$ cat config.mk
export PLATFORM = sky130hd
export DESIGN_NAME = prio_enc_seq
export DESIGN_NICKNAME = d
export VERILOG_FILES = /design/src/rtl/prio_enc_pkg.sv /design/src/rtl/rr_prio_enc.sv /design/src/rtl/prio_enc_seq.sv
export SDC_FILE = /design/constraint.sdc
export NUM_CORES = 1
export LEC_CHECK = 0
export ABC_AREA = 0
export CORE_MARGIN = 1
export CORE_UTILIZATION = 40
export CTS_BUF_LIST = sky130_fd_sc_hd__clkbuf_2 sky130_fd_sc_hd__clkbuf_4 sky130_fd_sc_hd__clkbuf_8
export CTS_CLUSTER_SIZE = 20
export DETAILED_ROUTE_END_ITERATION = 8
export HOLD_SLACK_MARGIN = 0.05
export PLACE_DENSITY_LB_ADDON = 0.12
export SETUP_SLACK_MARGIN = 0.5
export SLEW_MARGIN = 40
export SYNTH_ARGS = -nofsm -noshare
export SYNTH_HDL_FRONTEND = slang
export SYNTH_SLANG_ARGS = --single-unit
export TNS_END_PERCENT = 30
$ cat constraint.sdc
create_clock -name clk_i -period 8.3 [get_ports clk_i]
set_input_delay 1.66 -clock clk_i [delete_from_list [all_inputs] [get_ports clk_i]]
set_output_delay 1.66 -clock clk_i [all_outputs]
set_load 0.02 [all_outputs]
$ cat src/rtl/prio_enc_pkg.sv
// Shared types and helpers for the sequential priority serializer.
package prio_enc_pkg;

  typedef enum logic {
    IDLE  = 1'b0,
    DRAIN = 1'b1
  } state_t;

  // Widest request vector the popcount helper handles; callers zero-extend.
  localparam int POP_MAX_W = 64;

  function automatic int unsigned popcount(input logic [POP_MAX_W-1:0] v);
    int unsigned c;
    c = 0;
    for (int i = 0; i < POP_MAX_W; i++) begin
      c = c + {31'b0, v[i]};
    end
    return c;
  endfunction

endpackage

$ cat src/rtl/rr_prio_enc.sv
// Combinational priority encoder with a rotating start pointer.
// Finds the first set bit at or above start_i, wrapping modulo N.
module rr_prio_enc #(
  parameter  int N     = 8,
  localparam int IDX_W = $clog2(N)
) (
  input  logic [N-1:0]     mask_i,
  input  logic [IDX_W-1:0] start_i,
  output logic [IDX_W-1:0] idx_o,
  output logic             valid_o
);

  logic [N-1:0]     rot;
  logic [IDX_W-1:0] off;
  logic [IDX_W:0]   sum;

  // Doubled vector shifted by the start pointer puts the wrapped search in bit order.
  assign rot = N'({mask_i, mask_i} >> start_i);

  always_comb begin
    off = '0;
    for (int i = N - 1; i >= 0; i--) begin
      if (rot[i]) begin
        off = IDX_W'(i);
      end
    end
  end

  always_comb begin
    sum = {1'b0, start_i} + {1'b0, off};
    if (sum >= (IDX_W + 1)'(N)) begin
      sum = sum - (IDX_W + 1)'(N);
    end
  end

  assign idx_o   = sum[IDX_W-1:0];
  assign valid_o = |mask_i;

endmodule

$ cat src/rtl/prio_enc_seq.sv
// Sequential priority serializer: captures a request vector and emits each set index
// one per handshake. Define PRIO_ENC_SEQ_RR_EN for a persistent round-robin start pointer.
module prio_enc_seq
  import prio_enc_pkg::*;
#(
  parameter  int N     = 8,
  localparam int IDX_W = $clog2(N),
  localparam int CNT_W = $clog2(N + 1)
) (
  input  logic             clk_i,
  input  logic             rst_n_i,
  input  logic             flush_i,
  input  logic [N-1:0]     lines_i,
  input  logic             load_valid_i,
  output logic             load_ready_o,
  output logic [IDX_W-1:0] enc_o,
  output logic             valid_o,
  input  logic             ready_i,
  output logic             last_o,
  output logic [CNT_W-1:0] cnt_o
);

  state_t           state_q, state_next;
  logic [N-1:0]     mask_q, mask_next;
  logic [IDX_W-1:0] start_ptr;
  logic [IDX_W-1:0] enc_idx;
  logic             enc_found;
  logic [CNT_W-1:0] pend_cnt;
  logic             in_drain;
  logic             hs;
  logic             load_acc;

  assign in_drain = (state_q == DRAIN);
  assign pend_cnt = CNT_W'(popcount(POP_MAX_W'(mask_q)));

  rr_prio_enc #(.N(N)) u_enc (
    .mask_i  (mask_q),
    .start_i (start_ptr),
    .idx_o   (enc_idx),
    .valid_o (enc_found)
  );

  assign valid_o      = in_drain;
  assign enc_o        = (in_drain && enc_found) ? enc_idx : '0;
  assign last_o       = in_drain && (pend_cnt == CNT_W'(1));
  assign cnt_o        = in_drain ? pend_cnt : '0;
  assign hs           = valid_o && ready_i;
  // Accepting on the final handshake gives zero-bubble back-to-back vectors.
  assign load_ready_o = !in_drain || (hs && last_o);
  assign load_acc     = load_valid_i && load_ready_o;

  always_comb begin
    state_next = state_q;
    mask_next  = mask_q;
    if (flush_i) begin
      state_next = IDLE;
      mask_next  = '0;
    end else begin
      if (hs) begin
        mask_next = mask_q & ~(N'(1) << enc_idx);
        if (last_o) begin
          state_next = IDLE;
        end
      end
      if (load_acc) begin
        if (|lines_i) begin
          mask_next  = lines_i;
          state_next = DRAIN;
        end else begin
          state_next = IDLE;
        end
      end
    end
  end

  always_ff @(posedge clk_i or negedge rst_n_i) begin
    if (!rst_n_i) begin
      state_q <= IDLE;
      mask_q  <= '0;
    end else begin
      state_q <= state_next;
      mask_q  <= mask_next;
    end
  end

`ifdef PRIO_ENC_SEQ_RR_EN
  logic [IDX_W-1:0] ptr_q, ptr_next;

  // Pointer survives loads and flushes; only a discarded (flushed) handshake leaves it alone.
  always_comb begin
    ptr_next = ptr_q;
    if (hs && !flush_i) begin
      ptr_next = (enc_idx == IDX_W'(N - 1)) ? '0 : enc_idx + IDX_W'(1);
    end
  end

  always_ff @(posedge clk_i or negedge rst_n_i) begin
    if (!rst_n_i) begin
      ptr_q <= '0;
    end else begin
      ptr_q <= ptr_next;
    end
  end

  assign start_ptr = ptr_q;
`else
  assign start_ptr = '0;
`endif

endmodule

---- Yosys cells after proc, flatten, opt, wreduce, memory -nomap -nowiden ----
Cells that the tools add are included.
operators by class
  $add $sub $neg .......................... 8
  $lt $le $gt $ge ......................... 1
  equal/unequal tests ..................... 1
  shifts and indexed selects .............. 1
  multiplexer cells ....................... 20
  bitwise operators ....................... 2
  reduce and logical (&&, ||, !) cells .... 12
operators by type and width
  operator                                                                              number
  8-bit 2-to-1 mux                                                                      4
  3-bit 2-to-1 mux                                                                      10
  4-bit by 1-bit adder with 4-bit output                                                4
  8-bit OR reduction                                                                    2
  8-bit AND                                                                             1
  8-bit NOT                                                                             1
  1-bit by 3-bit left shift with 8-bit output (first input constant)                    1
  3-bit nonzero test                                                                    2
  1-bit logical AND                                                                     5
  1-bit 2-to-1 mux                                                                      5
  3-bit by 1-bit adder with 4-bit output                                                1
  4-bit by 1-bit equality test with 1-bit output (second input constant)                1
  3-bit by 4-bit greater-or-equal comparator with 1-bit output (second input constant)  1
  4-bit 2-to-1 mux                                                                      1
  2-bit by 1-bit adder with 3-bit output                                                1
  3-bit by 1-bit subtractor with 3-bit output (second input constant)                   1
  1-bit by 1-bit adder with 2-bit output                                                1
  2-bit AND reduction                                                                   1
  1-bit logical NOT                                                                     1
  1-bit logical OR                                                                      1
word-level totals
  register bits ........................... 9
  input bits .............................. 13
  output and inout port bits .............. 10
  logic and storage cells ................. 47

---- Longest topological paths before layout ----
Gate-level depths: netlist (run 1).
  depth after elaboration ................. 17
  gate-level depth with buffers ........... 13

---- Hierarchy ----
From an unflattened synthesis (run 1), not the netlist that was laid out.
unflattened totals
  cells, all modules ...................... 132
  area, all modules ....................... 1261.2 µm²
by module, submodules not included
  module        times used  cells an instance  area each (µm²)  seq. area each (µm²)
  prio_enc_seq  1           90                 783.3            225.2
  rr_prio_enc   1           42                 478.0            0.0

---- Worst setup path before layout (run 1) ----
OpenSTA, ideal clock, no wires.
  path type ............................... reg2out
  start ................................... register mask_q[0]
  end ..................................... output load_ready_o
  arrival time ............................ 3295 ps
  data required time ...................... 6640 ps
  setup slack ............................. 3345 ps
  cell stages (with the launch flop) ...... 12
  buffers on the path ..................... 0
  cell sequence ........................... dfrtp_1 -> fa_1 -> inv_1 -> fa_1 -> fa_1 -> inv_1 -> ha_1 -> inv_1 -> fa_1 -> nand3_1 -> nor3_2 -> or2_1
between the ends
  cells in the longest elaborated chain, start to end .. 11
ends and longest elaborated chain
  element                                              line                RTL
  start, declared                                      prio_enc_seq.sv:24  logic [N-1:0] mask_q, mask_next;
  start signal, assigned                               prio_enc_seq.sv:82  mask_q <= mask_next;
  1-bit by 1-bit adder with 2-bit output               prio_enc_pkg.sv:16  c = c + {31'b0, v[i]};
  2-bit by 1-bit adder with 3-bit output               prio_enc_pkg.sv:16
  3-bit by 1-bit adder with 4-bit output               prio_enc_pkg.sv:16
  4-bit by 1-bit adder with 4-bit output (4 in a row)  prio_enc_pkg.sv:16
  4-bit by 1-bit equality test with 1-bit output       prio_enc_seq.sv:45  assign last_o = in_drain && (pend_cnt == CNT_W'(1));
  1-bit logical AND                                    prio_enc_seq.sv:45
  1-bit logical AND                                    prio_enc_seq.sv:49  assign load_ready_o = !in_drain || (hs && last_o);
  1-bit logical OR                                     prio_enc_seq.sv:49
  end, declared                                        prio_enc_seq.sv:15  output logic load_ready_o,
Every way passes these cells.

---- Worst setup path after layout (run 1) ----
Ends and elaborated chain as after synthesis.

==> flow_metrics.tcl, run 1 <==
set metrics [dict create \
    via_per_inst 5.46 \
    grt_antenna_before_repair 0 \
    pre_cts_ws_ns 2.64 \
    syn_area_per_cell_um2 8.67 \
    rsz0062_at_grt "no" \
    cp-end-kind "output port" \
    seqCellArea_um2 225 \
    crit_path_start_kind "register" \
    worstMarginPinSlew_ns 0.396 \
    syn_nets 124 \
    finalWorstSetupSlack_ns 2.32 \
    ant_nets 0 \
    cts_resized 0 \
    yosysWarnings 0 \
    diodes 0 \
    finalCriticalPeriod_ns 5.98 \
    totalPowerFinal_uw 194 \
    drtIter0Drc 15 \
    synth-seq-cells 9 \
    via_count 824 \
    die_w_um 49.0 \
    synth_area_um2 885 \
    slew_viol_final 0 \
    setup.worst_path.end "load_ready_o" \
    fp.dieH_um 49.0 \
    grt_pass1_wl_um 3650 \
    cts_made_buffers 3 \
    tritoncts "done" \
    crit_chain "fa_1, inv_1, fa_1, fa_1, inv_1, ha_1, inv_1, fa_1, nand3_1, nor3_2, or2_1, clkdlybuf4s50_1" \
    synth_edf_count 0 \
    finalHoldViolCount 0 \
    crit_fanout 7 \
    synth.area.top_cells "dfrtp_1 25%, fa_1 9.1%, ha_1 7.1%" \
    r2r_end "mask_q[1]$_DFF_PN0_" \
    cpMostUsedCell "fa_1" \
    root_buffer "clkbuf_4" \
    place.gp.congestion 0.857 \
    setup_tns_ns 0 \
    port_buffers 22 \
    drv_cap 0 \
    track_usage 0.197 \
    synth_top_cell_by_area "dfrtp_1" \
    critPathKind "register to output port" \
    p_leak_uw 0.000489 \
    routed_wl_um 2010 \
    async_reset_ff_frac 1.00 \
    crit_path_max_incr_delay_ns 0.60 \
    die_area_mm2 0.00240 \
    htree_levels 1 \
    multiInputGateArea_um2 576 \
    start_util 0.437 \
    dr.pass1.iters 4 \
    hold_buffers 0 \
    power.density_mw_per_mm2 170 \
    synth.distinct_cells 37 \
    clkTransAtPathRegs_ns 0.06 \
    synth.top_cell.area_share 0.255 \
    worst_hold_slack_ns 0.662 \
    ioPinCount 23 \
    clk_latency_ns 0.26 \
    hold_class "register to register" \
    ir_drop_mv 0.116 \
    cts_setup_buffers 0 \
    rrSetupSlack_ns 4.13 \
    grt_pass1_vias 848 \
    rows 16 \
    clock_path_buffers 2 \
    arrival_ns 4.32 \
    drive_gt1_frac 0.0565 \
    synthMostInstantiatedCell "inv_1" \
    grt_overflow_total 0 \
    skew_ns 0.00233 \
    startpoint "mask_q[0]$_DFF_PN0_" \
    period_share 0.721 \
    critPathSlowestCell "clkdlybuf4s50_1" \
    dp_hpwl_um 1680 \
    synth_commonest_cells "13 x inv_1, 9 x dfrtp_1, 7 x nand2_1" \
    num-nets-final 147 \
    wl_per_cell_um 13.3 \
    r2r_start "mask_q[0]$_DFF_PN0_" \
    ys_seq_area_frac 0.255 \
    area_growth_pct 28.6 \
    drcViolationCount 0 \
    clkSinkCount 9 \
    grt_max_degree 13 \
    setup_viol 0 \
    core_area_mm2 0.00202 \
    critical_path_required_ns 6.64 \
    syn_inst 102 \
    ys.flop_type "dfrtp_1" \
    status "finished clean" \
    relSlewSlack 0.735 \
    worstRegToRegCells 12 \
    fmax_mhz 167 \
    num-fill-cells 198 \
]
[layer usage]
layer,part of all wire,global-route usage,vias to the layer above
li1,-,-,410
met2,0.48,0.326,27
met5,0,0,-
met4,0.022,0.113,0
met3,0.042,0.00623,4
met1,0.45,0.258,383
[worst max-delay path, delay by kind of cell (launching register included)]
kind	cells	cell delay [ns]
fa+ha+maj	5	2.16
flops	1	0.45
simple gates	3	0.68
buf+inv	4	0.78
[how the worst min path moves through the flow]
stage | start | slack (ns) | depth (start not counted) | end
3_5_place_dp | mask_q[4]$_DFF_PN0_ | 0.65 | 2 | mask_q[4]$_DFF_PN0_
5_1_grt | mask_q[0]$_DFF_PN0_ | 0.69 | 2 | mask_q[0]$_DFF_PN0_
6_report | mask_q[0]$_DFF_PN0_ | 0.66 | 2 | mask_q[0]$_DFF_PN0_
3_3_place_gp | mask_q[0]$_DFF_PN0_ | 0.63 | 2 | mask_q[0]$_DFF_PN0_
4_1_cts | mask_q[0]$_DFF_PN0_ | 0.66 | 2 | mask_q[0]$_DFF_PN0_
2_1_floorplan | mask_q[3]$_DFF_PN0_ | 0.59 | 2 | mask_q[3]$_DFF_PN0_
[kinds of logic after synthesis]
group | count (synthesis) | share of synthesized area
compound gates | 24 | 0.188
fa+ha+maj | 9 | 0.161
buf+inv | 18 | 0.0948
flops | 9 | 0.255
mux | 5 | 0.0580
simple gates | 37 | 0.243
[layout by cell type, fill, tap and decap left out, types with 2 or more instances in the layout]
cell type	instances
clkbuf_4	4
mux2i_1	4
ha_1	5
o2111ai_1	4
nor2_1	5
nor2b_1	3
a211oi_1	2
nand2b_1	2
o21a_1	2
nand2_1	7
o21ai_1	2
nand3_1	6
dfrtp_1	9
nor4_1	2
and3_1	3
o21ai_0	4
inv_1	13
fa_1	4
o211ai_1	2
a21oi_1	3
o41ai_1	2
clkdlybuf4s50_1	22
[per-stage QoR]
stage                     area [um2]  instances   util
final                           1140        151  0.563
after global routing            1140        151  0.563
after CTS                       1140        151  0.563
after detailed placement        1110        147  0.548
after global placement          1110        147  0.548
after floorplan                  885        102      -
[cell type report]
type | instances | share of cell area
multi-input cells | 75 | 0.506
flip-flops and latches | 9 | 0.198
repair buffers | 22 | 0.194
inverters | 14 | 0.0462
well taps | 27 | 0.0297
clock buffers | 4 | 0.0264
[flip-flops by register name (all words and copies together), names as in the netlist]
signal,cells
mask_q,8
valid_o,1
[power by group]
group	switching, uW	internal (uW)
Clock	14.4	21.7
Combinational	52.5	47.1
Sequential	9.37	48.8
Note: power is estimated with default switching activity, not from simulation.
==> run 2: changes to the inputs <==
==> constraint.sdc (replaced) <==
create_clock -name clk_i -period 5.2 [get_ports clk_i]
set_input_delay 1.04 -clock clk_i [delete_from_list [all_inputs] [get_ports clk_i]]
set_output_delay 1.04 -clock clk_i [all_outputs]
set_load 0.02 [all_outputs]
==> flow_metrics.tcl, run 2 (same netlist as run 1, synthesis figures left out) <==
set metrics [dict create \
    die_w_um 49.0 \
    dp_hpwl_um 1660 \
    cts_setup_buffers 0 \
    num-nets-final 149 \
    ir_drop_mv 0.172 \
    critical_path_required_ns 4.16 \
    core_area_mm2 0.00202 \
    p_int_uw 189 \
    diodes 0 \
    rsz0062_at_grt "yes" \
    startpoint "mask_q[0]$_DFF_PN0_" \
    clock_path_buffers 2 \
    worstMarginPinSlew_ns 0.395 \
    rows 16 \
    period_share 0.912 \
    status "finished clean" \
    slew_viol_final 0 \
    cp-end-kind "output port" \
    pwr-share-comb 0.520 \
    setup_viol 0 \
    totalPowerFinal_uw 314 \
    ioPinCount 23 \
    dr.pass1.iters 4 \
    drv_cap 0 \
    grt_antenna_before_repair 0 \
    clkSinkCount 9 \
    mostFrequentLayoutCell "clkdlybuf4s50_1" \
    grt_overflow_total 0 \
    p_sw_uw 124 \
    finalCriticalPeriod_ns 4.74 \
    r2r_end "mask_q[1]$_DFF_PN0_" \
    via_per_inst 5.36 \
    grt_pass1_vias 758 \
    hold_class "register to register" \
    power.density_mw_per_mm2 270 \
    relSlewSlack 0.733 \
    fmax_mhz 211 \
    rrSetupSlack_ns 1.19 \
    skew_ns 0.00520 \
    fp.dieH_um 49.0 \
    port_buffers 22 \
    r2r_start "mask_q[0]$_DFF_PN0_" \
    clkTransAtPathRegs_ns 0.06 \
    largest_register_ffs 8 \
    drcViolationCount 0 \
    grt_max_degree 13 \
    track_usage 0.185 \
    p_leak_uw 0.000526 \
    largest-register "mask_q" \
    clockPowerShare 0.184 \
    ant_nets 0 \
    finalHoldViolCount 0 \
    htree_levels 1 \
    drive_gt1_frac 0.103 \
    setup_tns_ns 0 \
    via_count 820 \
    p_seq_frac 0.296 \
    routed_wl_um 2020 \
    place.gp.congestion 0.894 \
    p_sw_frac 0.396 \
    arrival_ns 3.70 \
    setup.worst_path.end "last_o" \
    clk_latency_ns 0.26 \
    grt_pass1_wl_um 3370 \
    critPathKind "register to output port" \
    root_buffer "clkbuf_4" \
    drtIter0Drc 17 \
    start_util 0.437 \
    wl_per_cell_um 13.2 \
    area_growth_pct 31.5 \
    final_cell_mix "18 x clkdlybuf4s50_1, 13 x inv_1, 8 x dfrtp_1, 7 x nand2_1" \
    tritoncts "done" \
    cts_made_buffers 3 \
    worstRegToRegCells 13 \
    crit_path_start_kind "register" \
    die_area_mm2 0.00240 \
    crit_fanout 7 \
    hold_buffers 0 \
]
[run 2: cell types whose count changed in the layout (fill, tap and decap cells not counted)]
| cell | change |
|---|---|
| dlygate4sd2_1 | +2 |
| o21ai_2 | +1 |
| clkdlybuf4s15_2 | +1 |
| dlymetal6s2s_1 | +1 |
| o21ai_1 | -1 |
| dfrtp_2 | +1 |
| dfrtp_1 | -1 |
| buf_4 | +2 |
| clkdlybuf4s50_1 | -4 |
| nand3_2 | +1 |
| nand3_1 | -1 |
[run 2: what timing repair did]
action | CTS | global route
setup endpoints to repair | 4 | 4
gates resized for setup | 5 | 4
pin swaps | 0 | 1
[run 2: metal layers]
layer	up-vias	wire [um]	GRT usage
met3	5	51	0.0125
met2	21	946	0.282
met4	0	43	0.123
met1	379	973	0.251
met5	-	0	0
li1	415	-	-
[run 2: power by group through the flow]
stage / Sequential, uW / Clock [uW] / Combinational, uW
after floorplan: 88.9 / 0 / 108
after global placement: 93.0 / 0 / 158
after detailed placement: 93.7 / 0 / 161
after CTS: 92.3 / 60.5 / 160
after global routing: 94.8 / 65.7 / 182
final: 92.9 / 57.7 / 163
[run 2: worst min path at each step]
stage                             start  cells past startpoint  slack, ns                   to
global placement    mask_q[0]$_DFF_PN0_                      2       0.63  mask_q[0]$_DFF_PN0_
CTS                 mask_q[0]$_DFF_PN0_                      2       0.65  mask_q[0]$_DFF_PN0_
floorplan           mask_q[3]$_DFF_PN0_                      2       0.59  mask_q[3]$_DFF_PN0_
detailed placement  mask_q[4]$_DFF_PN0_                      2       0.64  mask_q[4]$_DFF_PN0_
global route        mask_q[0]$_DFF_PN0_                      2       0.66  mask_q[0]$_DFF_PN0_
finish              mask_q[0]$_DFF_PN0_                      2       0.62  mask_q[0]$_DFF_PN0_
[run 2: worst max-delay path: stages (launching register included)]
cell           delay [ns]
dfrtp_2              0.45
fa_1                 0.54
inv_1                0.05
fa_1                 0.50
fa_1                 0.42
inv_1                0.07
ha_1                 0.15
inv_1                0.05
fa_1                 0.38
nand2b_1             0.19
o21ai_0              0.16
and3_1               0.17
dlygate4sd2_1        0.32
[run 2: area by class of cell]
cell class	instances	area, um2
fillers	204	858
multi-input cells	75	584
repair buffers	24	236
flip-flops and latches	9	226
inverters	14	52.6
well taps	27	33.8
clock buffers	4	30.0
[run 2: through the flow]
step	hold WS [ns]	area, um2	std cells	worst slack, ns	util
CTS	0.650	1150	153	0.364	0.569
detailed placement	0.640	1120	149	0.349	0.555
floorplan	0.590	885	102	0.865	-
global route	0.660	1160	153	0.261	0.575
finish	0.620	1160	153	0.456	0.575
global placement	0.633	1120	149	0.378	0.555
==> run 3: changes to the inputs <==
--- a/config.mk
+++ b/config.mk
@@ -13,7 +13,6 @@
 export DETAILED_ROUTE_END_ITERATION = 8
 export HOLD_SLACK_MARGIN = 0.05
 export PLACE_DENSITY_LB_ADDON = 0.12
-export SETUP_SLACK_MARGIN = 0.5
 export SLEW_MARGIN = 40
 export SYNTH_ARGS = -nofsm -noshare
 export SYNTH_HDL_FRONTEND = slang
==> flow_metrics.tcl, run 3 (same netlist as run 1, synthesis figures left out) <==
set metrics [dict create \
    skew_ns 0.00737 \
    hold_buffers 0 \
    grt_pass1_wl_um 3370 \
    tritoncts "done" \
    ioPinCount 23 \
    slew_viol_final 0 \
    grt_max_degree 13 \
    worstMarginPinSlew_ns 0.395 \
    met1_usage 0.251 \
    critPathKind "register to output port" \
    largest_register_ffs 8 \
    core_area_mm2 0.00202 \
    root_buffer "clkbuf_4" \
    final_cell_mix "20 x clkdlybuf4s50_1, 13 x inv_1, 9 x dfrtp_1, 7 x nand2_1, 6 x nand3_1" \
    hold_class "register to register" \
    htree_levels 1 \
    fmax_mhz 207 \
    fp.dieH_um 49.0 \
    finalHoldViolCount 0 \
    wl_per_cell_um 13.2 \
    dpl.cell_count 149 \
    mostFrequentLayoutCell "clkdlybuf4s50_1" \
    finalCriticalPeriod_ns 4.82 \
    grt_antenna_before_repair 0 \
    status "finished clean" \
    num-nets-final 149 \
    crit_fanout 7 \
    rsz0062_at_grt "no" \
    clkSinkCount 9 \
    setup_viol 0 \
    die_area_mm2 0.00240 \
    die_w_um 49.0 \
    setup_tns_ns 0 \
    top_usage_layer "met2" \
    relSlewSlack 0.733 \
    via_per_inst 5.39 \
    cts_made_buffers 3 \
    via_count 825 \
    port_buffers 22 \
    grt_pass1_vias 758 \
    drv_cap 0 \
    drtIter0Drc 14 \
    drcViolationCount 0 \
    dp_hpwl_um 1660 \
    p_leak_uw 0.000520 \
    dr.pass1.iters 4 \
    clock_path_buffers 2 \
    ir_drop_mv 0.174 \
    track_usage 0.185 \
    diodes 0 \
    power.density_mw_per_mm2 269 \
    arrival_ns 3.78 \
    place.gp.congestion 0.894 \
    start_util 0.437 \
    grt_overflow_total 0 \
    routed_wl_um 2020 \
    crit_path_start_kind "register" \
    cp-end-kind "output port" \
    ant_nets 0 \
    clk_latency_ns 0.26 \
    met2_usage 0.282 \
    drive_gt1_frac 0.0714 \
    clkTransAtPathRegs_ns 0.06 \
    rows 16 \
    area_growth_pct 30.8 \
    use_met3 0.0125 \
    largest-register "mask_q" \
    critical_path_required_ns 4.16 \
    layout.cells.non_filler 153 \
    period_share 0.927 \
]
[run 3: cell count changes in the layout (fill, tap and decap cells not counted)]
cell	previous run	this run
nand3_1	5	6
clkdlybuf4s15_2	1	0
o21ai_1	1	2
o21ai_2	1	0
dlygate4sd2_1	2	0
dlymetal6s2s_1	1	2
nand3_2	1	0
dfrtp_2	1	0
dfrtp_1	8	9
clkdlybuf4s50_1	18	20
[run 3: cell type report]
type	instances	area, um2
clock buffers	4	30.0
fillers	208	865
inverters	14	52.6
multi-input cells	75	576
flip-flops and latches	9	225
well taps	27	33.8
repair buffers	24	240
[run 3: stage by stage]
stage / area [um2] / hold slack [ns] / worst slack, ns / total power [uW] / util
finish: 1160 / 0.647 / 0.381 / 311 / 0.572
detailed placement: 1120 / 0.640 / 0.349 / 255 / 0.555
global route: 1160 / 0.684 / 0.198 / 339 / 0.572
floorplan: 885 / 0.590 / 0.865 / 197 / -
global placement: 1120 / 0.633 / 0.378 / 251 / 0.555
CTS: 1150 / 0.650 / 0.0204 / 316 / 0.570
[run 3: worst paths after layout]
path                                      from  cells after the start  slack (ns)             endpoint
setup / recovery           mask_q[0]$_DFF_PN0_                     11        0.38             cnt_o[2]
hold / removal             mask_q[0]$_DFF_PN0_                      2        0.65  mask_q[0]$_DFF_PN0_
min in group asynchronous              rst_n_i                      1        1.07  valid_o$_DFFE_PN0P_
hold reg to reg            mask_q[0]$_DFF_PN0_                      2        0.65  mask_q[0]$_DFF_PN0_
setup reg to reg           mask_q[0]$_DFF_PN0_                     13        1.11  mask_q[1]$_DFF_PN0_
max in group asynchronous              rst_n_i                      1        3.85  mask_q[7]$_DFF_PN0_
[run 3: critical path: stages, from the launching register on]
cell             delay, ns
dfrtp_1               0.45
fa_1                  0.55
inv_1                 0.05
fa_1                  0.50
fa_1                  0.42
inv_1                 0.07
ha_1                  0.15
inv_1                 0.05
fa_1                  0.38
nand2b_1              0.19
and3_1                0.17
clkdlybuf4s50_1       0.53
[run 3: report_power, final]
part	switching, uW	internal, uW	leakage (uW)
registers	14.6	77.9	0.000120
clock network	23.6	34.7	0.0000184
logic	83.9	76.4	0.000381
[run 3: per-layer routing]
metal | up-vias | wire length [um]
met5 | - | 0
met4 | 0 | 31
met3 | 4 | 42
met2 | 21 | 946
met1 | 380 | 997
li1 | 420 | -
[run 3: timing repair]
item,CTS,global route
hold endpoints to repair,0,0
endpoints found under the setup margin,0,2
gates resized for setup,0,2
setup buffers,0,0
